[config.mk]
export PLATFORM = sky130hd
export DESIGN_NAME = instr_fetch_unit
export DESIGN_NICKNAME = d
export VERILOG_FILES = /design/src/rtl/instr_fetch_unit.sv
export SDC_FILE = /design/constraint.sdc
export NUM_CORES = 1
export LEC_CHECK = 0
export ABC_AREA = 1
export BUFFER_PORTS_ARGS = -buffer_cell sky130_fd_sc_hd__buf_2
export CAP_MARGIN = 20
export CORE_UTILIZATION = 45
export DETAILED_ROUTE_END_ITERATION = 10
export MAX_ROUTING_LAYER = met4
export PLACE_DENSITY = 0.73
export RECOVER_POWER = 25
export SLEW_MARGIN = 30
export SYNTH_ARGS = -nofsm -noshare
export SYNTH_HDL_FRONTEND = slang
export SYNTH_SLANG_ARGS = --single-unit
export TNS_END_PERCENT = 100
[constraint.sdc]
create_clock -name clk -period 1.3 [get_ports clk]
set_input_delay 0.13 -clock clk [delete_from_list [all_inputs] [get_ports clk]]
set_output_delay 0.13 -clock clk [all_outputs]
set_load 0.02 [all_outputs]
[src/rtl/instr_fetch_unit.sv]
// Instruction fetch unit: owns the PC, fetches words over req/valid,
// splits them into fields and issues them to decode/execute.
module instr_fetch_unit #(
    parameter int ADDR_W   = 8,
    parameter int INSTR_W  = 16,
    parameter int RESET_PC = 0
) (
    input  logic               clk,
    input  logic               rst_n,
    output logic               imem_req,
    output logic [ADDR_W-1:0]  imem_addr,
    input  logic               imem_valid,
    input  logic [INSTR_W-1:0] imem_rdata,
    output logic [3:0]         opcode,
    output logic [1:0]         rd,
    output logic [1:0]         rs,
    output logic [7:0]         imm,
    output logic               instr_valid,
    input  logic               instr_ready,
    input  logic               pc_write,
    input  logic               zero_flag,
    input  logic               halt,
    output logic [ADDR_W-1:0]  pc,
    output logic [15:0]        retired
);

    typedef enum logic [1:0] {
        IDLE,
        FETCH,
        ISSUE,
        HALTED
    } state_t;

    state_t state, state_d;

    logic capture;
    logic accept;
    logic taken;
    logic [ADDR_W-1:0] pc_d;

    assign capture   = (state == FETCH) && imem_valid;
    assign accept    = (state == ISSUE) && instr_ready;
    assign imem_addr = pc;

    always_comb begin
        state_d = state;
        case (state)
            IDLE:    state_d = FETCH;
            FETCH:   if (imem_valid) state_d = ISSUE;
            ISSUE:   if (instr_ready) state_d = halt ? HALTED : FETCH;
            HALTED:  if (!halt) state_d = FETCH;
            default: state_d = IDLE;
        endcase
    end

    // JMP always redirects; BEQ only when the ALU reports zero
    always_comb begin
        taken = pc_write &&
                ((opcode == 4'b1000) || ((opcode == 4'b1001) && zero_flag));
        pc_d  = taken ? ADDR_W'(imm) : pc + ADDR_W'(1);
    end

    always_ff @(posedge clk or negedge rst_n) begin
        if (!rst_n) begin
            state       <= IDLE;
            pc          <= ADDR_W'(RESET_PC);
            imem_req    <= 1'b0;
            instr_valid <= 1'b0;
            opcode      <= 4'd0;
            rd          <= 2'd0;
            rs          <= 2'd0;
            imm         <= 8'd0;
            retired     <= 16'd0;
        end else begin
            state       <= state_d;
            imem_req    <= (state_d == FETCH);
            instr_valid <= (state_d == ISSUE);
            if (capture) begin
                opcode <= imem_rdata[15:12];
                rd     <= imem_rdata[11:10];
                rs     <= imem_rdata[9:8];
                imm    <= imem_rdata[7:0];
            end
            if (accept) begin
                pc      <= pc_d;
                retired <= retired + 16'd1;
            end
        end
    end

endmodule

## Word level (Yosys, flattened, before mapping)

Index checks and enable logic that the tools add are counted.

- Add/subtract/negate cells: 2
- Equal/unequal tests: 7
- Muxes and demuxes: 6
- Reductions and logical operators: 6

Operator list:

| kind | count |
|---|---|
| 16-bit by 1-bit adder with 16-bit output (second input constant) | 1 |
| 8-bit by 1-bit adder with 8-bit output (second input constant) | 1 |
| 4-bit == test (second input constant) | 2 |
| 2-bit 2-to-1 mux | 4 |
| 8-bit 2-to-1 mux | 1 |
| 2-bit case mux with 4 select lines | 1 |
| 2-bit == test (second input constant) | 3 |
| 2-bit by 1-bit == test with 1-bit output (second input constant) | 2 |
| 1-bit logical AND | 4 |
| 2-bit logical NOT | 1 |
| 1-bit logical OR | 1 |

- Flip-flop bits (word level): 44
- Bits of input ports: 23
- Word-level logic and storage cells: 30

## Depth between registers and ports, before layout

- Depth after elaboration: 5
- Depth in mapped cells: 9
- Gate-level depth less buffers: 9

## Least setup slack after synthesis

Ideal clock, no wire load.

- Path type: reg2reg
- Start: register retired[1]
- End: register retired[8]
- Setup time: 0.118 ns
- Arrival: 1.253 ns
- Required time: 1.182 ns
- Path slack: -0.071 ns
- Stages on the path, launching flop included: 8
- Path buffers: 0
- Clock period less this slack: 1.371 ns
- Cells stage by stage: dfrtp_1 ha_1 inv_1 nor2_1 nand2_1 nor2_1 xor2_1 inv_1

- Word-level cells in the longest chain between the ends: 1

RTL lines:

| item | RTL line | source |
|---|---|---|
| start, declared | 24 | `output logic [15:0] retired` |
| start signal, assigned | 86 | `retired <= retired + 16'd1;` |
| 16-bit by 1-bit adder with 16-bit output | 86 |  |

No other way between the ends.
A chain may end at the register's enable or synchronous reset.

## Worst setup path in the final report

- Start: register state[1]
- End: register opcode[0]

- Word-level cells in the longest chain between the ends: 2

RTL lines:

| item | RTL line | source |
|---|---|---|
| start, declared | 34 | `state_t state, state_d;` |
| start signal, assigned | 75 | `state <= state_d;` |
| 2-bit by 1-bit == test with 1-bit output | 41 | `assign capture = (state == FETCH) && imem_valid;` |
| 1-bit logical AND | 41 |  |
| end signal, assigned | 79 | `opcode <= imem_rdata[15:12];` |
| end, declared | 14 | `output logic [3:0] opcode,` |

No other way between the ends.

==> out/results.tsv <==
stage	metric	value	unit
worst_hold_path	HP Start	halt	
grt	grt total ovfl	0	
routing	DR pass1 iterations	9	
floorplan	Row Count	25	
sta	RSZ-0062 raised after global routing	true	
sta	minimum clock period after layout	1.29	ns
floorplan	Core ar.	4720	um2
yosys	post-synth net total	272	
setup_path	Crit Path Max Fanout	6	
yosys	FF+latch count, synth	44	
final_layout	ANT cells	0	
sta	Rel. slew slack	68.1	%
setup_path	Worst Path Arrival	1.47	ns
grt	first-pass GRT wire length	7490	um
grt	vias in the first global route	1652	
yosys	synth warn	0	
setup_path	start of the worst register-to-register path	state[1]	
power	Max IR drop VDD	1.36	mV
cts	CTS Sinks	44	
power	internal power	3.50	mW
yosys	largest area contributor in the netlist	dfrtp_1	
place	count of port buffers added during placement	72	
yosys	Post-synth top cells	nand2_1 (66), dfrtp_1 (44), inv_1 (27), nor2_1 (27), nand3_1 (13)	
sta	final slew viol count	0	
grt	largest net degree at the start of global routing	21	
run_status	violated checks	DRC	
final_layout	Final Instance Area	2870	um2
cts	Clock Latency Late Sink	0.30	ns
sta	Max Clk Rate	776	MHz
final_layout	Area Overhead vs Synth	29.5	%
setup_path	CP startpoint kind	flip-flop	
setup_path	CP required	1.48	ns
power	clock share of power	14.9	%
final_layout	fill count	400	
yosys	Seq/Total Area, Yosys	49.7	%
yosys	number of synthesized flops with an enable pin	0	
place	placed cell area	2680	um2
setup_path	critical path launch point	state[1]	
routing	Avg WL per Cell	12.1	um
floorplan	I/O Pins	73	
setup_path	R2R setup slack	0.01	ns
cts	CTS Root Buffer Type	clkbuf_8	
flow_run	# Max-Cap Violations	0	
yosys	mapped cell area	2220	um2
cts	H-Tree Depth	2	
power	PwrDens	2100	nW/um2
grt	met2 Use GR	31.8	%
floorplan	die width	72.2	um
sta	Layout Skew	0.00892	ns
cts	CTS Buf Count	5	
yosys	top-area cell type share of the netlist area	49.7	%
sta	period utilization	99.1	%
cts	Worst-path clk slew	0.08	ns
yosys	top-count cell post-synth	nand2_1	
yosys	ranking of synthesized cells by area	dfrtp_1 (50%), nand2_1 (11%), inv_1 (4.6%)	
power	Tot Pwr	6.03	mW
yosys	Unique masters post-synth	28	
yosys	Synth Instances	247	
place	Final GP Congestion	0.843	
yosys	Most used DFF post-synth	dfrtp_1	
grt	M1 GR Usage	24.2	%
cts	Max Buffers Root-to-Sink	2	
worst_hold_path	Hold Crit Class	input pin to flip-flop	
grt	gr busiest metal	met2	
grt	gr usage total	19.5	%
place	HPWL Detailed	3510	um
power	Switching Share	41.9	%
floorplan	die height	72.2	um
sta	# setup viols final	0	
routing	Final ANT Viol Nets	0	
grt	initial antenna violation count	0	
routing	routed vias	1882	
sta	Fin Hold WS	0.0267	ns
routing	drt via density	4.71	
setup_path	Crit. End Element	flip-flop	
power	combinational share of power	46.6	%
yosys	ys async rst share	100	%
floorplan	initial core utilization	46.9	%
setup_path	critical path type	flip-flop to flip-flop	
grt	met3 Resource Use GR	5.28	%
sta	Final Hold Fails	0	
yosys	Syn Area/Cell	8.98	um2
power	Sw Pwr	2.52	mW
routing	WL final	4820	um
sta	slew at the pin closest to its max-slew limit	0.479	ns
routing	initial DRC count	85	
floorplan	DIE AREA	5210	um2
power	Sequential Power Share	38.5	%
final_layout	layout cell share with drive strength beyond 1	39.9	%
routing	DRC violations left	2	
power	Leak	1.53	nW
cts	CTS tree	done	
final_layout	Final Net Count	357	
run_status	result of the run	finished with violations	
==> power groups by stage <==
stage / Clock [mW] / Sequential (mW) / Combinational [mW]
finish: 0.895 / 2.32 / 2.81
global route: 1.00 / 2.40 / 3.02
CTS: 0.916 / 2.29 / 2.68
detailed placement: 0 / 2.31 / 2.67
global placement: 0 / 2.29 / 2.63
floorplan: 0 / 2.83 / 1.34
==> final timing paths <==
| path | to | cells after the start |
|---|---|---|
| worst max-delay path | opcode[0] | 4 |
| worst min-delay path | imem_req | 2 |
| worst max register to register | opcode[0] | 4 |
| worst min register to register | rd[1] | 1 |
| max in group asynchronous | retired[14] | 3 |
| min in group asynchronous | retired[0] | 2 |
==> cells by family (layout without fill, tap and decap cells) <==
group           count (synthesis)  in the layout  share of synthesized area, %
compound gates                 14             14                          3.50
xor+xnor                       12             12                          4.74
fa+ha+maj                       2              2                          1.13
buf+inv                        39            125                          8.58
flops                          44             44                          49.7
mux                            14             14                          8.13
simple gates                  122            122                          24.3
==> placed cells by master, fill, tap and decap left out, types with 5 or more instances in the layout <==
master     n
buf_4     14
mux2_4     6
inv_1     25
xnor2_1    5
xor2_1     7
nor2_2     8
mux2_2     8
dfrtp_1   40
nor2_1    21
nand2_1   63
buf_2     72
nand3_1   12
clkbuf_8   6
==> sequential cells by signal (all words and copies together) (netlist names) <==
| register | cells |
|---|---|
| opcode | 4 |
| imem_req | 1 |
| instr_valid | 1 |
| rs | 2 |
| rd | 2 |
| imm | 8 |
| state | 2 |
| imem_addr | 8 |
| retired | 16 |
==> layout make-up <==
| type | count | area, um2 | area share (%) |
|---|---|---|---|
| timing repair buffer | 90 | 520 | 18.1 |
| multi-input combinational | 164 | 966 | 33.6 |
| clock inverter | 1 | 7.51 | 0.261 |
| clock buffer | 7 | 86.3 | 3.01 |
| tap | 67 | 83.8 | 2.92 |
| inverter | 27 | 101 | 3.53 |
| sequential | 44 | 1110 | 38.5 |
==> through the flow <==
| step | utilization, % | instances | TNS, ns | worst slack (ns) |
|---|---|---|---|---|
| final | 60.8 | 400 | 0 | 0.0119 |
| after global routing | 60.8 | 400 | -0.473 | -0.0794 |
| after CTS | 59.2 | 395 | -0.0132 | -0.0132 |
| after detailed placement | 56.6 | 384 | 0 | 0.00831 |
| after global placement | 56.6 | 384 | 0 | 0.0535 |
| after floorplan | - | 247 | 0 | 0.00572 |
==> layer usage <==
metal  up-vias  share of wire, %
li1        939                 -
met1       895                46
met2        44                48
met3         4               4.3
met4         0              0.75
met5         -                 0
==> critical path, stage by stage, from the launching register on <==
cell	delay, ns
dfrtp_1	0.45
nor2_2	0.18
nand2_4	0.10
buf_4	0.17
mux2_4	0.29
==> what timing repair did <==
item                                    4_1_cts  5_1_grt
buffers inserted                              2        5
endpoints found under the setup margin        2       29
hold buffers                                  1        0
gates resized for setup                       2       16
hold endpoints to repair                     17        0
pin swaps                                     0        8
(Power assumes the default switching activity.)
